===== config.mk =====
export PLATFORM = sky130hd
export DESIGN_NAME = alu_arbiter
export DESIGN_NICKNAME = d
export VERILOG_FILES = /design/src/rtl/alu_pkg.sv /design/src/rtl/rr_arb2.sv /design/src/rtl/alu_arbiter.sv
export SDC_FILE = /design/constraint.sdc
export NUM_CORES = 1
export LEC_CHECK = 0
export CAP_MARGIN = 15
export CORE_AREA = 3 3 106 108
export DETAILED_ROUTE_END_ITERATION = 10
export DIE_AREA = 0 0 109 111
export PLACE_DENSITY = 0.67
export SYNTH_ARGS = -nofsm -noshare
export SYNTH_HDL_FRONTEND = slang
export SYNTH_SLANG_ARGS = --single-unit

===== constraint.sdc =====
create_clock -name clk_i -period 1.7 [get_ports clk_i]
set_input_delay 0.34 -clock clk_i [delete_from_list [all_inputs] [get_ports clk_i]]
set_output_delay 0.34 -clock clk_i [all_outputs]
set_load 0.005 [all_outputs]

===== src/rtl/alu_pkg.sv =====
// Shared definitions for the ALU arbiter: opcode encodings, requester id width
// and the response-slot state type.
package alu_pkg;

    localparam int AND   = 0;
    localparam int OR    = 1;
    localparam int NAND  = 2;
    localparam int NOR   = 3;
    localparam int ADDU  = 4;
    localparam int SUBU  = 5;
    localparam int SLT   = 6;
    localparam int EQUAL = 7;
    localparam int SRA   = 8;
    localparam int SRAV  = 9;
    localparam int LUI   = 10;
    localparam int SLTU  = 11;

    localparam int REQ_ID_W = 1;

    typedef enum logic {
        SLOT_EMPTY = 1'b0,
        SLOT_FULL  = 1'b1
    } slot_state_t;

endpackage


===== src/rtl/rr_arb2.sv =====
// Two-way round-robin arbiter: a lone request always wins, and on a tie the
// requester that was not granted last time wins.
module rr_arb2 (
    input  logic [1:0] req,
    input  logic       en,
    input  logic       last,
    output logic [1:0] gnt
);

    always_comb begin
        gnt = 2'b00;
        if (en) begin
            if (&req) begin
                gnt = last ? 2'b01 : 2'b10;
            end else begin
                gnt = req;
            end
        end
    end

endmodule


===== src/rtl/alu_arbiter.sv =====
// Shares one external combinational ALU between two valid/ready requesters,
// capturing each result into a single registered response slot.
module alu_arbiter
    import alu_pkg::*;
#(
    parameter int WIDTH  = 32,
    parameter int CTRL_W = 4
) (
    input  logic                clk_i,
    input  logic                rst_n,

    input  logic                req0_valid_i,
    output logic                req0_ready_o,
    input  logic [WIDTH-1:0]    req0_src1_i,
    input  logic [WIDTH-1:0]    req0_src2_i,
    input  logic [CTRL_W-1:0]   req0_ctrl_i,

    input  logic                req1_valid_i,
    output logic                req1_ready_o,
    input  logic [WIDTH-1:0]    req1_src1_i,
    input  logic [WIDTH-1:0]    req1_src2_i,
    input  logic [CTRL_W-1:0]   req1_ctrl_i,

    output logic                alu_rst_n_o,
    output logic [WIDTH-1:0]    alu_src1_o,
    output logic [WIDTH-1:0]    alu_src2_o,
    output logic [CTRL_W-1:0]   alu_ctrl_o,
    input  logic [WIDTH-1:0]    alu_result_i,
    input  logic                alu_zero_i,

    output logic                rsp_valid_o,
    input  logic                rsp_ready_i,
    output logic [REQ_ID_W-1:0] rsp_id_o,
    output logic [WIDTH-1:0]    rsp_result_o,
    output logic                rsp_zero_o
);

    slot_state_t         state;
    slot_state_t         state_next;
    logic                last_gnt;
    logic                slot_free;
    logic                arb_en;
    logic [1:0]          gnt;
    logic                any_gnt;
    logic [REQ_ID_W-1:0] gnt_id;

    // A full slot being drained this cycle can be refilled on the same edge.
    assign slot_free = (state == SLOT_EMPTY) || ((state == SLOT_FULL) && rsp_ready_i);
    assign arb_en    = slot_free && rst_n;
    assign any_gnt   = |gnt;
    assign gnt_id    = REQ_ID_W'(gnt[1]);

    rr_arb2 u_rr_arb2 (
        .req  ({req1_valid_i, req0_valid_i}),
        .en   (arb_en),
        .last (last_gnt),
        .gnt  (gnt)
    );

    assign req0_ready_o = gnt[0];
    assign req1_ready_o = gnt[1];
    assign alu_rst_n_o  = rst_n;

    always_comb begin
        alu_src1_o = '0;
        alu_src2_o = '0;
        alu_ctrl_o = CTRL_W'(AND);
        if (gnt[1]) begin
            alu_src1_o = req1_src1_i;
            alu_src2_o = req1_src2_i;
            alu_ctrl_o = req1_ctrl_i;
        end else if (gnt[0]) begin
            alu_src1_o = req0_src1_i;
            alu_src2_o = req0_src2_i;
            alu_ctrl_o = req0_ctrl_i;
        end
    end

    always_ff @(posedge clk_i) begin
        if (!rst_n) begin
            state <= SLOT_EMPTY;
        end else begin
            state <= state_next;
        end
    end

    always_comb begin
        state_next = state;
        case (state)
            SLOT_EMPTY: if (any_gnt) state_next = SLOT_FULL;
            SLOT_FULL: begin
                if (any_gnt) begin
                    state_next = SLOT_FULL;
                end else if (rsp_ready_i) begin
                    state_next = SLOT_EMPTY;
                end
            end
            default: state_next = SLOT_EMPTY;
        endcase
    end

    always_comb begin
        rsp_valid_o = (state == SLOT_FULL);
    end

    // Last-grant resets to 1 so requester 0 wins the first tie.
    always_ff @(posedge clk_i) begin
        if (!rst_n) begin
            rsp_id_o     <= '0;
            rsp_result_o <= '0;
            rsp_zero_o   <= 1'b0;
            last_gnt     <= 1'b1;
        end else if (any_gnt) begin
            rsp_id_o     <= gnt_id;
            rsp_result_o <= alu_result_i;
            rsp_zero_o   <= alu_zero_i;
            last_gnt     <= gnt[1];
        end
    end

endmodule


==> flow_metrics.py <==
metrics = {
    "grt": {
        "grt_max_degree": 49,
        "grt_antenna_before_repair": 2,
        "first_global_vias": 3336,
        "remaining_global_route_overflow": 0,
        "track_usage_pct": 20.8,
        "grt_pass1_wl_um": 19500,
    },
    "power": {
        "switching_power_w": 0.000801,
        "power_w": 0.00310,
        "power.combinational.fraction_pct": 42.6,
        "power_per_cell_area_nw_per_um2": 565,
        "p_leak_nw": 2.36,
        "p_sw_share_pct": 25.8,
        "worst_ir_drop_vdd_mv": 0.402,
        "power_frac_seq_pct": 31.0,
        "clkPwrFrac_pct": 26.3,
        "cellInternalPower_w": 0.00230,
    },
    "placement": {
        "port-buffer-count": 279,
        "dpl.hpwl_um": 9890,
        "place.detailed.instances": 647,
        "finalWeightedCongestion": 0.885,
        "pre_cts_slack_ns": -0.818,
        "placed_area_um2": 5160,
    },
    "timing": {
        "worst_slew_margin_rel_pct": 69.4,
        "drv_slew": 0,
        "final.min_clock_period_ns": 1.98,
        "setup_viol": 68,
        "hold_violations": 0,
        "worst_slack_ns": -0.275,
        "fin_crit_share_pct": 116,
        "timing_worst_slew_pin_value_ns": 0.458,
        "fin_worst_skew_ns": 0.00779,
        "max_freq_mhz": 506,
        "setup_repair_after_global_routing_missed_its_margin": "true",
    },
    "drt": {
        "drcViolationCount": 0,
        "avgViaCountPerCell": 4.91,
        "detail-route-antenna-nets": 0,
        "detailroute.via_count": 3351,
        "drt_iter0_markers": 132,
        "aggregate_routed_wire_length_um": 13700,
        "route.detailed.wl_per_inst_um": 20.1,
        "detail_route.first_pass.iterations": 4,
    },
    "clock_network": {
        "root_buffer": "clkbuf_8",
        "cts.clk_slew.worst_paths_ns": 0.07,
        "clock_tree.buffer_depth": 2,
        "cts-htree-levels": 2,
        "cts-hold-fix-buffers": 0,
        "cts_tree": "yes",
        "cts_num_sinks": 36,
        "clk_latency_ns": 0.28,
        "tritoncts.num_buffers": 5,
    },
    "cells_and_area": {
        "final_cells": 683,
        "design.final.nets": 719,
        "syn2layout_area_growth_pct": 144,
        "drive_above_1_share_pct": 29.3,
        "final_cell_area_um2": 5500,
    },
    "critical_path": {
        "setup.worst_path.end_class": "output port",
        "path_max_fanout": 6,
        "worst_setup_path_startpoint": "rsp_ready_i",
        "worstSetupStartpointType": "input port",
        "reg2reg_setup_slack_ns": 0.23,
        "worst-endpoint-required_ns": 1.36,
        "rr_endpoint": "rsp_result_o[3]",
        "timing.critical_path.arrival_ns": 1.64,
        "reg2reg_launch_point": "rsp_valid_o",
        "worst_r2r_path_depth": 5,
        "timing.setup.critical_path_class": "input port to output port",
    },
    "die": {
        "start_util_pct": 21.9,
        "die_width_um": 109,
        "area_of_the_die_um2": 12100,
        "boundaryPins": 280,
        "num_rows": 37,
        "core_region_area_um2": 10300,
        "fp.dieH_um": 111,
    },
    "worst_hold_path": {
        "min-delay-path-class": "input port to flop",
        "number_of_cells_on_the_worst_hold_path": 2,
        "destination_of_the_worst_hold_path": "last_gnt",
        "hold_path_startpoint": "rst_n",
    },
    "status": {
        "outcome": "finished, violations left",
        "violations": "negative setup slack",
    },
    "synthesis": {
        "yosys_warnings": 0,
        "synth_area_per_cell_um2": 8.96,
        "syn-num-nets": 426,
        "synth_cell_types": 22,
        "register_area_share_after_synthesis_pct": 31.9,
        "synthesis.area_um2": 2260,
        "ys_seq_elements": 36,
        "synthesis.instances": 252,
    },
    "run": {
        "count_of_maximum_capacitance_violations": 0,
    },
}
## per-stage QoR
stage	TNS (ns)	hold slack, ns	util [%]
finish	-16.06	0.323	53.3
global route	-20.31	0.310	53.3
CTS	-17.16	0.296	53.0
detailed placement	-62.72	0.441	49.9
global placement	-62.45	0.437	49.9
floorplan	0	0.445	-
## critical path: stages
cell and delay (ns):
dlygate4sd2_1 0.23, nand2b_4 0.14, and4_4 0.16, buf_6 0.14, buf_6 0.13, buf_16 0.13, a22o_1 0.22, buf_2 0.14
## timing repair
item                                    in CTS  in global routing
cloned                                      12                  1
buffers inserted                            14                  2
resized for setup                          312                  8
endpoints found under the setup margin      83                 70
pin swaps                                   40                 34
## Yosys cell counts (all sizes together)
| library cell | instances | area share, % |
|---|---|---|
| o2111a | 1 | 0.50 |
| clkbuf | 11 | 1.8 |
| nand2b | 1 | 0.28 |
| a21boi | 1 | 0.33 |
| and4 | 1 | 0.39 |
| nand2 | 34 | 5.7 |
| a21oi | 1 | 0.22 |
| nand3 | 1 | 0.22 |
| o21ai | 34 | 13 |
| or2 | 1 | 0.28 |
| buf | 25 | 9.0 |
| and3 | 2 | 0.78 |
| dfxtp | 36 | 32 |
| a22o | 68 | 26 |
| nand4 | 33 | 9.1 |
| a31o | 1 | 0.39 |
| inv | 1 | 0.17 |
## worst max path at each step
stage                endpoint  slack, ns  cells after the start
6_report        alu_src1_o[2]      -0.28                      8
3_5_place_dp    alu_src1_o[2]      -0.82                      6
3_3_place_gp   alu_src1_o[27]      -0.82                      6
2_1_floorplan  alu_src2_o[23]       0.15                      5
4_1_cts        alu_src2_o[19]      -0.33                      6
5_1_grt        alu_src1_o[18]      -0.34                      7
## routing by layer
layer	vias up	wire length, µm	GRT usage, %
met4	2	468	6.73
met1	1572	5040	23.3
met2	169	6850	36.2
li1	1576	-	-
met5	-	13	0
met3	32	1370	7.05
## power by group through the flow
| stage | registers (W) | clock network (W) | logic (W) |
|---|---|---|---|
| final | 0.000963 | 0.000818 | 0.00132 |
| after global routing | 0.000972 | 0.000882 | 0.00141 |
| after CTS | 0.000963 | 0.000846 | 0.00132 |
| after detailed placement | 0.000979 | 0 | 0.00125 |
| after global placement | 0.000976 | 0 | 0.00124 |
| after floorplan | 0.000984 | 0 | 0.000384 |
## kinds of logic after synthesis
logic type	synth area share, %
AOI/OAI and AO/OA	40.4
DFF	31.9
and+or+nand+nor	16.7
buffers and inverters	11.0
## placed cells by master, fill, tap and decap left out, types with 2 or more instances in the layout
cell / netlist / final
clkdlybuf4s50_1: 0 / 205
buf_2: 9 / 69
a22o_1: 68 / 68
dfxtp_1: 36 / 34
nand2_1: 34 / 33
nand4_1: 33 / 33
o21ai_2: 30 / 30
buf_16: 0 / 12
buf_4: 2 / 10
buf_12: 0 / 8
buf_6: 12 / 8
clkbuf_8: 0 / 7
o21ai_1: 4 / 4
buf_8: 0 / 4
clkbuf_2: 0 / 3
dlygate4sd2_1: 0 / 2
dfxtp_2: 0 / 2
## area by class of cell
cell class              count  area, µm²
diodes                      1       2.50
clock buffers               7       96.3
clock inverters             1       30.0
fillers                   956       4820
inverters                   1       3.75
multi-input cells         179       1300
flip-flops and latches     36        723
well taps                 136        170
repair buffers            322       3170
## state kept, by name, summed over array words and instances, names as in the netlist
name	flops
last_gnt	1
rsp_id_o	1
rsp_result_o	32
rsp_valid_o	1
rsp_zero_o	1
Power figures use the tool's default switching activity.
